<file path="src/rtl/mem_stage_pkg.sv">
// Shared pipeline header for the memory stage: bus widths, bubble constants,
// load/store opcodes, state encoding and byte-lane helpers.
package mem_stage_pkg;

  localparam int RegAddrBus = 5;
  localparam int RegBus     = 32;
  localparam int AluOpBus   = 8;

  localparam logic [RegAddrBus-1:0] NOPRegAddr = '0;
  localparam logic [RegBus-1:0]     ZeroWord   = '0;

  localparam logic [AluOpBus-1:0] EXE_LB_OP  = 8'b1110_0000;
  localparam logic [AluOpBus-1:0] EXE_LH_OP  = 8'b1110_0001;
  localparam logic [AluOpBus-1:0] EXE_LW_OP  = 8'b1110_0011;
  localparam logic [AluOpBus-1:0] EXE_LBU_OP = 8'b1110_0100;
  localparam logic [AluOpBus-1:0] EXE_LHU_OP = 8'b1110_0101;
  localparam logic [AluOpBus-1:0] EXE_SB_OP  = 8'b1110_1000;
  localparam logic [AluOpBus-1:0] EXE_SH_OP  = 8'b1110_1001;
  localparam logic [AluOpBus-1:0] EXE_SW_OP  = 8'b1110_1011;

  typedef enum logic [1:0] {
    ST_IDLE = 2'd0,
    ST_BUS  = 2'd1,
    ST_DONE = 2'd2
  } state_e;

  function automatic logic is_load(input logic [AluOpBus-1:0] op);
    return op inside {EXE_LB_OP, EXE_LBU_OP, EXE_LH_OP, EXE_LHU_OP, EXE_LW_OP};
  endfunction

  function automatic logic is_store(input logic [AluOpBus-1:0] op);
    return op inside {EXE_SB_OP, EXE_SH_OP, EXE_SW_OP};
  endfunction

  function automatic logic is_misaligned(input logic [AluOpBus-1:0] op, input logic [1:0] a);
    if (op inside {EXE_LH_OP, EXE_LHU_OP, EXE_SH_OP}) return a[0];
    if (op inside {EXE_LW_OP, EXE_SW_OP})             return a != 2'b00;
    return 1'b0;
  endfunction

  // Big-endian lanes: sel[3] covers bits [31:24].
  function automatic logic [3:0] lane_sel(input logic [AluOpBus-1:0] op, input logic [1:0] a);
    case (op)
      EXE_LB_OP, EXE_LBU_OP, EXE_SB_OP: return 4'b1000 >> a;
      EXE_LH_OP, EXE_LHU_OP, EXE_SH_OP: return a[1] ? 4'b0011 : 4'b1100;
      EXE_LW_OP, EXE_SW_OP:             return 4'b1111;
      default:                          return 4'b0000;
    endcase
  endfunction

  function automatic logic [RegBus-1:0] lane_wdata(input logic [AluOpBus-1:0] op,
                                                   input logic [RegBus-1:0] sdata);
    case (op)
      EXE_SB_OP: return {4{sdata[7:0]}};
      EXE_SH_OP: return {2{sdata[15:0]}};
      default:   return sdata;
    endcase
  endfunction

endpackage

</file>
<file path="src/rtl/mem_stage_if.sv">
// Data-bus req/ack interface between the memory stage (master) and data memory (slave).
interface mem_stage_if;
  logic        req;
  logic        we;
  logic [31:0] addr;
  logic [3:0]  sel;
  logic [31:0] wdata;
  logic [31:0] rdata;
  logic        ack;

  modport master (output req, we, addr, sel, wdata, input rdata, ack);
  modport slave  (input req, we, addr, sel, wdata, output rdata, ack);
endinterface

</file>
<file path="src/rtl/mem_stage_ldext.sv">
// Load extractor: picks the addressed byte/halfword from the captured read word
// and sign- or zero-extends it for write-back.
module mem_ldext
  import mem_stage_pkg::*;
(
  input  logic [RegBus-1:0]   rdata,
  input  logic [AluOpBus-1:0] aluop,
  input  logic [1:0]          addr,
  output logic [RegBus-1:0]   ext
);

  logic [7:0]  byte_lane;
  logic [15:0] half_lane;

  always_comb begin
    case (addr)
      2'd0:    byte_lane = rdata[31:24];
      2'd1:    byte_lane = rdata[23:16];
      2'd2:    byte_lane = rdata[15:8];
      default: byte_lane = rdata[7:0];
    endcase
    half_lane = addr[1] ? rdata[15:0] : rdata[31:16];

    case (aluop)
      EXE_LB_OP:  ext = {{24{byte_lane[7]}}, byte_lane};
      EXE_LBU_OP: ext = {24'b0, byte_lane};
      EXE_LH_OP:  ext = {{16{half_lane[15]}}, half_lane};
      EXE_LHU_OP: ext = {16'b0, half_lane};
      EXE_LW_OP:  ext = rdata;
      default:    ext = ZeroWord;
    endcase
  end

endmodule

</file>
<file path="src/rtl/mem_stage.sv">
// Memory-access pipeline stage: loads/stores go through a req/ack bus while the
// pipeline is stalled. Optional macro MEM_ALIGN_CHECK_EN drops misaligned accesses.
module mem_stage
  import mem_stage_pkg::*;
(
  input  logic                  clk,
  input  logic                  rst,
  input  logic [RegAddrBus-1:0] mem_wd_i,
  input  logic                  mem_wreg_i,
  input  logic [RegBus-1:0]     mem_wdata_i,
  input  logic [AluOpBus-1:0]   mem_aluop_i,
  input  logic [RegBus-1:0]     mem_addr_i,
  input  logic [RegBus-1:0]     mem_sdata_i,
  output logic [RegAddrBus-1:0] wd_o,
  output logic                  wreg_o,
  output logic [RegBus-1:0]     wdata_o,
  output logic                  stall_req_o,
  mem_stage_if.master           bus,
  output logic                  align_err_o
);

  state_e            state;
  logic [RegBus-1:0] rdata_q;
  logic [RegBus-1:0] ld_value;
  logic              is_mem;
  logic              misalign;

  assign is_mem = is_load(mem_aluop_i) | is_store(mem_aluop_i);

`ifdef MEM_ALIGN_CHECK_EN
  assign misalign = is_mem & is_misaligned(mem_aluop_i, mem_addr_i[1:0]);
`else
  assign misalign = 1'b0;
`endif

  assign align_err_o = !rst && (state == ST_IDLE) && misalign;

  mem_ldext u_ldext (
    .rdata (rdata_q),
    .aluop (mem_aluop_i),
    .addr  (mem_addr_i[1:0]),
    .ext   (ld_value)
  );

  always_ff @(posedge clk) begin
    if (rst) begin
      state     <= ST_IDLE;
      bus.req   <= 1'b0;
      bus.we    <= 1'b0;
      bus.addr  <= '0;
      bus.sel   <= '0;
      bus.wdata <= '0;
      rdata_q   <= '0;
    end else begin
      case (state)
        ST_IDLE: begin
          if (is_mem && !misalign) begin
            bus.req   <= 1'b1;
            bus.we    <= is_store(mem_aluop_i);
            bus.addr  <= {mem_addr_i[31:2], 2'b00};
            bus.sel   <= lane_sel(mem_aluop_i, mem_addr_i[1:0]);
            bus.wdata <= lane_wdata(mem_aluop_i, mem_sdata_i);
            state     <= ST_BUS;
          end
        end
        ST_BUS: begin
          if (bus.ack) begin
            bus.req <= 1'b0;
            rdata_q <= bus.rdata;
            state   <= ST_DONE;
          end
        end
        // EX/MEM advances on this edge, so the same op is never reissued.
        ST_DONE: state <= ST_IDLE;
        default: state <= ST_IDLE;
      endcase
    end
  end

  always_comb begin
    wd_o        = mem_wd_i;
    wreg_o      = mem_wreg_i;
    wdata_o     = mem_wdata_i;
    stall_req_o = 1'b0;
    case (state)
      ST_IDLE: begin
        if (is_mem) begin
          wd_o        = NOPRegAddr;
          wreg_o      = 1'b0;
          wdata_o     = ZeroWord;
          stall_req_o = !misalign;
        end
      end
      ST_BUS: begin
        wd_o        = NOPRegAddr;
        wreg_o      = 1'b0;
        wdata_o     = ZeroWord;
        stall_req_o = 1'b1;
      end
      ST_DONE: begin
        if (is_load(mem_aluop_i)) wdata_o = ld_value;
      end
      default: ;
    endcase
  end

endmodule

</file>
<file path="src/flat_wrapper.sv">
// flat-port wrapper written by rule: the top's interface ports become plain ports
module mem_stage_flat import mem_stage_pkg::*;
  (clk, rst, mem_wd_i, mem_wreg_i, mem_wdata_i, mem_aluop_i, mem_addr_i, mem_sdata_i, wd_o, wreg_o, wdata_o, stall_req_o, align_err_o, bus_req, bus_we, bus_addr, bus_sel, bus_wdata, bus_rdata, bus_ack);
  mem_stage_if bus_i ();
  input  logic clk;
  input  logic rst;
  input  logic [RegAddrBus-1:0] mem_wd_i;
  input  logic mem_wreg_i;
  input  logic [RegBus-1:0] mem_wdata_i;
  input  logic [AluOpBus-1:0] mem_aluop_i;
  input  logic [RegBus-1:0] mem_addr_i;
  input  logic [RegBus-1:0] mem_sdata_i;
  output logic [RegAddrBus-1:0] wd_o;
  output logic wreg_o;
  output logic [RegBus-1:0] wdata_o;
  output logic stall_req_o;
  output logic align_err_o;
  output wire logic [$bits(bus_i.req)-1:0] bus_req;
  output wire logic [$bits(bus_i.we)-1:0] bus_we;
  output wire logic [$bits(bus_i.addr)-1:0] bus_addr;
  output wire logic [$bits(bus_i.sel)-1:0] bus_sel;
  output wire logic [$bits(bus_i.wdata)-1:0] bus_wdata;
  input wire logic [$bits(bus_i.rdata)-1:0] bus_rdata;
  input wire logic [$bits(bus_i.ack)-1:0] bus_ack;
  assign bus_req = bus_i.req;
  assign bus_we = bus_i.we;
  assign bus_addr = bus_i.addr;
  assign bus_sel = bus_i.sel;
  assign bus_wdata = bus_i.wdata;
  assign bus_i.rdata = bus_rdata;
  assign bus_i.ack = bus_ack;
  mem_stage u_core (.clk(clk), .rst(rst), .mem_wd_i(mem_wd_i), .mem_wreg_i(mem_wreg_i), .mem_wdata_i(mem_wdata_i), .mem_aluop_i(mem_aluop_i), .mem_addr_i(mem_addr_i), .mem_sdata_i(mem_sdata_i), .wd_o(wd_o), .wreg_o(wreg_o), .wdata_o(wdata_o), .stall_req_o(stall_req_o), .bus(bus_i), .align_err_o(align_err_o));
endmodule
</file>
<file path="config.mk">
export PLATFORM = sky130hd
export DESIGN_NAME = mem_stage_flat
export DESIGN_NICKNAME = d
export VERILOG_FILES = /design/src/rtl/mem_stage_pkg.sv /design/src/rtl/mem_stage_if.sv /design/src/rtl/mem_stage_ldext.sv /design/src/rtl/mem_stage.sv /design/src/flat_wrapper.sv
export SDC_FILE = /design/constraint.sdc
export NUM_CORES = 1
export LEC_CHECK = 0
export CAP_MARGIN = 20
export CORE_ASPECT_RATIO = 0.7
export CORE_MARGIN = 3
export CORE_UTILIZATION = 44
export CTS_CLUSTER_SIZE = 14
export DETAILED_ROUTE_END_ITERATION = 8
export GPL_ROUTABILITY_DRIVEN = 0
export PLACE_DENSITY = 0.87
export SLEW_MARGIN = 20
export SYNTH_ARGS = -nofsm -noshare
export SYNTH_HDL_FRONTEND = slang
export SYNTH_SLANG_ARGS = --single-unit
</file>
<file path="constraint.sdc">
create_clock -name clk -period 4 [get_ports clk]
set_input_delay 0.6 -clock clk [delete_from_list [all_inputs] [get_ports clk]]
set_output_delay 0.6 -clock clk [all_outputs]
set_load 0.05 [all_outputs]
</file>
==> flow_summary.yaml, run 1 <==
final_layout:
  syn_to_final_growth_pct: 57.39
  design_area_um2: 7971
  antenna_cells: 0
  drive_gt1_share_pct: 10.09
  nets: 1012
yosys:
  yosys_register_bits: 102
  syn_avg_cell_area_um2: 7.816
  synth_edf_count: 0
  yosys_warnings: 0
  synth_ff_type: "dfxtp_1"
  postSynth.asyncResetShare_pct: 0
  synth_top_area_share_pct: 40.32
  synth_area_um2: 5065
  synth-seq-area-share_pct: 40.32
  netlist-cell-type-count: 51
  yosys.area.top_type: "dfxtp_1"
  ys_top_cells_by_area: "dfxtp_1 (40%), nand2_1 (13%), a21oi_1 (9.6%), a211oi_1 (4.0%), nor2_1 (3.4%)"
  synthesis.instances: 648
power_and_ir_drop:
  power_density_nw_per_um2: 305.5
  vdd_drop_max_v: 0.0003024
  p_leak_nw: 2.698
sta:
  fmax_ghz: 0.2669
  fin_tns_setup_ns: 0
  slew_headroom_pct: 27.95
  fin_skew_ns: 0.01122
  min_period_over_period_pct: 93.68
  period_minus_slack_ns: 3.747
  drv_slew: 0
  hold_violations: 0
  rsz0062_at_grt: "false"
  worst_pin_slew_ns: 1.081
  setup_violations: 0
clocking:
  clock_sink_count: 102
  ctsResizeCount: 0
  postCtsSetupBuffers: 0
  htreeDepth: 3
  clk_pin_slew_ns: 0.07
  worstSkewPairLatency_ns: 0.34
  root_buffer: "clkbuf_16"
  cts_buffers: 9
  cts_hold_buffers: 0
  cts_tree: "yes"
  clk_path_buf_depth: 2
status:
  status: "completed"
global_route:
  grt_pass1_wl_um: 27750
  grt_remaining_overflow: 0
  grt_pass1_vias: 5450
  track_usage_pct: 26.82
  antenna_found_initial: 0
  grt_max_degree: 103
routing:
  detail-route-antenna-nets: 0
  wire_per_inst_um: 17.46
  drt_wl_total_um: 17900
  dr.pass1.iters: 5
  viasPerCell: 5.544
  num_vias: 5683
  drc: 0
  drt_iter0_markers: 400
critical_path:
  critPathArrivalTime_ns: 3.15
  cp_max_fo: 17
  required_ns: 3.40
  path_class: "in -> out"
  cp-start-kind: "input port"
  end_kind: "output port"
floorplan:
  die_height_um: 95.77
  chipWidth_um: 134.2
  die_area_um2: 12860
  start_util_pct: 45.50
  rows: 32
  core_um2: 11130
  ios: 255
placement:
  dp_hpwl_um: 13340
  port_buffers: 251
  place_area_um2: 7665
job:
  drv_cap: 0
min_path:
  hp-class: "reg -> reg"
==> worst paths after layout <==
path	depth (start not counted)	slack, ns	to	start
max reg2reg	6	2.05	u_core.bus.sel[2]	u_core.state[1]
min	2	0.45	u_core.bus.addr[17]	u_core.bus.addr[17]
max	7	0.25	wdata_o[17]	mem_aluop_i[0]
min reg2reg	2	0.45	u_core.bus.addr[17]	u_core.bus.addr[17]
==> registers in the layout, indices dropped and copies added, names as in the netlist <==
signal / flops
u_core.bus.req: 1
u_core.bus.we: 1
u_core.bus.sel: 4
u_core.bus.addr: 30
u_core.state: 2
u_core.rdata_q: 32
u_core.bus.wdata: 32
==> stage by stage <==
step	total power [mW]	worst slack, ns	util, %	hold WS [ns]	cells
after floorplan	1.311	0.4678	-	0.4362	650
after global routing	2.521	0.07854	71.62	0.4816	1025
after CTS	2.453	0.3274	71.62	0.4569	1025
after detailed placement	1.568	0.3466	68.86	0.4475	1009
final	2.435	0.2527	71.62	0.4523	1025
after global placement	1.560	0.4800	68.86	0.4396	1009
==> critical path, stage by stage <==
cell and delay, ns:
clkdlybuf4s50_1 0.72, nand2b_1 0.24, a21o_1 0.33, nor3_4 0.57, nor2_1 0.11, a211oi_1 0.31
buf_4 0.26
==> cell type report <==
class	count	area, um^2
flip-flops and latches	102	2042
clock inverters	7	81.33
inverters	1	3.754
clock buffers	9	225.2
repair buffers	263	2678
well taps	153	191.4
multi-input cells	490	2750
fillers	835	3159
==> synthesized netlist by cell type, types with 2 or more instances <==
cell,instances
a32oi_1,3
clkbuf_1,34
buf_6,3
nor3_1,4
a22oi_1,21
nor4b_1,2
a221o_1,12
nor4_1,2
or2_2,2
nand2_1,181
mux2_2,4
o21ai_0,2
nand4_1,2
buf_2,9
nand3_1,7
a21oi_1,97
buf_1,2
mux2i_1,17
nand2b_1,5
nor2b_1,8
buf_4,9
o211ai_1,16
nor2_1,46
dfxtp_1,102
or3_1,2
a211oi_1,27
mux4_2,4
o22ai_1,2
==> layer usage <==
layer	vias to the layer above	part of all wire, %	GRT usage, %
li1	2716	-	-
met1	2636	41	34.06
met2	302	46	43.48
met3	29	11	9.457
met4	0	2.0	8.051
met5	-	0	0
==> power by group <==
| group | switching (mW) | internal (mW) | total, mW |
|---|---|---|---|
| Clock | 0.394 | 0.494 | 0.888 |
| Combinational | 0.269 | 0.241 | 0.510 |
| Sequential | 0.00953 | 1.03 | 1.04 |
| Total | 0.673 | 1.76 | 2.44 |
==> kinds of logic after synthesis <==
group	after synthesis	synth area share [%]
AND/OR/NAND/NOR	275	23.79
AO/OA/AOI/OAI	187	24.16
flip-flops	102	40.32
buffers and inverters	58	5.632
multiplexers	25	6.028
other	1	0.07404
==> cell usage in the layout (no fill, tap or decap), types with 3 or more instances in the layout <==
cell type / instances
clkinv_4: 3
buf_12: 14
nor2_1: 45
o211ai_1: 16
mux4_2: 4
clkdlybuf4s50_1: 211
mux2i_1: 17
nand2b_1: 5
dfxtp_1: 102
a22oi_1: 21
clkbuf_16: 9
a211oi_1: 27
mux2_2: 4
nor2b_1: 8
nand2_1: 180
nand3_1: 7
nor3_1: 4
a21oi_1: 97
conb_1: 3
a32oi_1: 3
a221o_1: 12
buf_4: 38
Note: power is estimated with default switching activity, not from simulation.
==> run 2, diff against run 1 <==
MAX_ROUTING_LAYER = met4   (was not set)
==> run 2 against run 1 <==
Compared with the run above:
- clock power about the same
- critical path depth unchanged
- largest cell class unchanged
- highest routed layer unchanged
- hold slack got worse by 0.00059 ns
- die area unchanged
- final area unchanged
- critical endpoint is now wdata_o[25]
- sequential cell count unchanged
- count of clock-buffer cells in the layout unchanged
- final cell count unchanged
- wire length about the same
- worst setup slack improved by 0.040 ns
==> flow_summary.yaml, run 2 (synthesis results as in run 1) <==
status:
  status: "completed"
final_layout:
  nets: 1012
  drive_gt1_share_pct: 10.09
  mostFrequentLayoutCell: "clkdlybuf4s50_1"
  instances_no_fill: 1025
  reg_top3: "u_core.bus.wdata x32, u_core.rdata_q x32, u_core.bus.addr x30"
  syn_to_final_growth_pct: 57.39
  final_util_pct: 71.62
  antenna_cells: 0
  final_cell_mix: "clkdlybuf4s50_1 (211), nand2_1 (180), dfxtp_1 (102)"
sta:
  worst_pin_slew_ns: 1.053
  setup_violations: 0
  fmax_ghz: 0.2697
  period_minus_slack_ns: 3.707
  min_period_over_period_pct: 92.68
  fin_tns_setup_ns: 0
  drv_slew: 0
  hold_violations: 0
  slew_headroom_pct: 29.83
  rsz0062_at_grt: "false"
  fin_skew_ns: 0.008453
floorplan:
  die_area_um2: 12860
  die_height_um: 95.77
  chipWidth_um: 134.2
  rows: 32
  ios: 255
  core_um2: 11130
  start_util_pct: 45.50
routing:
  dr.pass1.iters: 6
  drt_iter0_markers: 384
  drc: 0
  wire_per_inst_um: 17.46
  drt_wl_total_um: 17890
  viasPerCell: 5.539
  detail-route-antenna-nets: 0
  num_vias: 5677
power_and_ir_drop:
  vdd_drop_max_v: 0.0003028
  power_density_nw_per_um2: 305.3
  p_leak_nw: 2.698
global_route:
  grt_max_degree: 103
  grt_pass1_vias: 5443
  track_usage_pct: 27.67
  grt_remaining_overflow: 0
  grt_pass1_wl_um: 27730
  antenna_found_initial: 0
critical_path:
  cp_max_fo: 17
  required_ns: 3.40
  path_class: "in -> out"
  cp-start-kind: "input port"
  critPathArrivalTime_ns: 3.11
  end_kind: "output port"
clocking:
  cts_buffers: 9
  postCtsSetupBuffers: 0
  clock_sink_count: 102
  cts_tree: "yes"
  htreeDepth: 3
  clk_pin_slew_ns: 0.07
  clk_path_buf_depth: 2
  cts_hold_buffers: 0
  root_buffer: "clkbuf_16"
  ctsResizeCount: 0
  worstSkewPairLatency_ns: 0.34
job:
  drv_cap: 0
placement:
  dp.cells: 1009
  port_buffers: 251
  dp_hpwl_um: 13340
min_path:
  hp-class: "reg -> reg"
==> run 2: power by group <==
| part | internal, mW | switching (mW) |
|---|---|---|
| Clock | 0.494 | 0.393 |
| Combinational | 0.241 | 0.269 |
| Sequential | 1.03 | 0.00945 |
| Total | 1.76 | 0.671 |
==> run 2: metal layers <==
layer / wire (um) / track usage, % / up-vias
li1: - / - / 2715
met5: 0 / - / -
met1: 7295 / 34.87 / 2626
met4: 447 / 7.797 / 0
met2: 8257 / 43.52 / 299
met3: 1893 / 8.516 / 37
==> run 2: area by class of cell <==
cell class	instances	area [um^2]
clock buffer	9	225.2
tap	153	191.4
multi-input combinational	490	2750
sequential	102	2042
clock inverter	7	81.33
inverter	1	3.754
timing repair buffer	263	2678
fill	835	3159
==> run 2: worst paths after layout <==
check                                    startpoint             endpoint  slack [ns]  depth (start not counted)
worst max-delay path                 mem_aluop_i[0]          wdata_o[25]        0.29                          7
worst min-delay path            u_core.bus.addr[17]  u_core.bus.addr[17]        0.45                          2
worst max register to register      u_core.state[1]    u_core.bus.sel[2]        2.07                          6
worst min register to register  u_core.bus.addr[17]  u_core.bus.addr[17]        0.45                          2
==> run 2: critical path, cell delays in order <==
cell             delay [ns]
clkdlybuf4s50_1        0.72
nand2b_1               0.24
a21o_1                 0.33
nor3_4                 0.58
nor2_1                 0.13
a211oi_1               0.26
buf_4                  0.24
==> run 2: metrics by stage <==
stage / cell area [um^2] / hold slack [ns] / power, mW / worst slack, ns
after CTS: 7971 / 0.4569 / 2.453 / 0.3274
after global routing: 7971 / 0.4816 / 2.521 / 0.07855
after detailed placement: 7665 / 0.4475 / 1.568 / 0.3466
after floorplan: 5072 / 0.4362 / 1.311 / 0.4678
after global placement: 7665 / 0.4396 / 1.560 / 0.4800
final: 7971 / 0.4517 / 2.434 / 0.2926
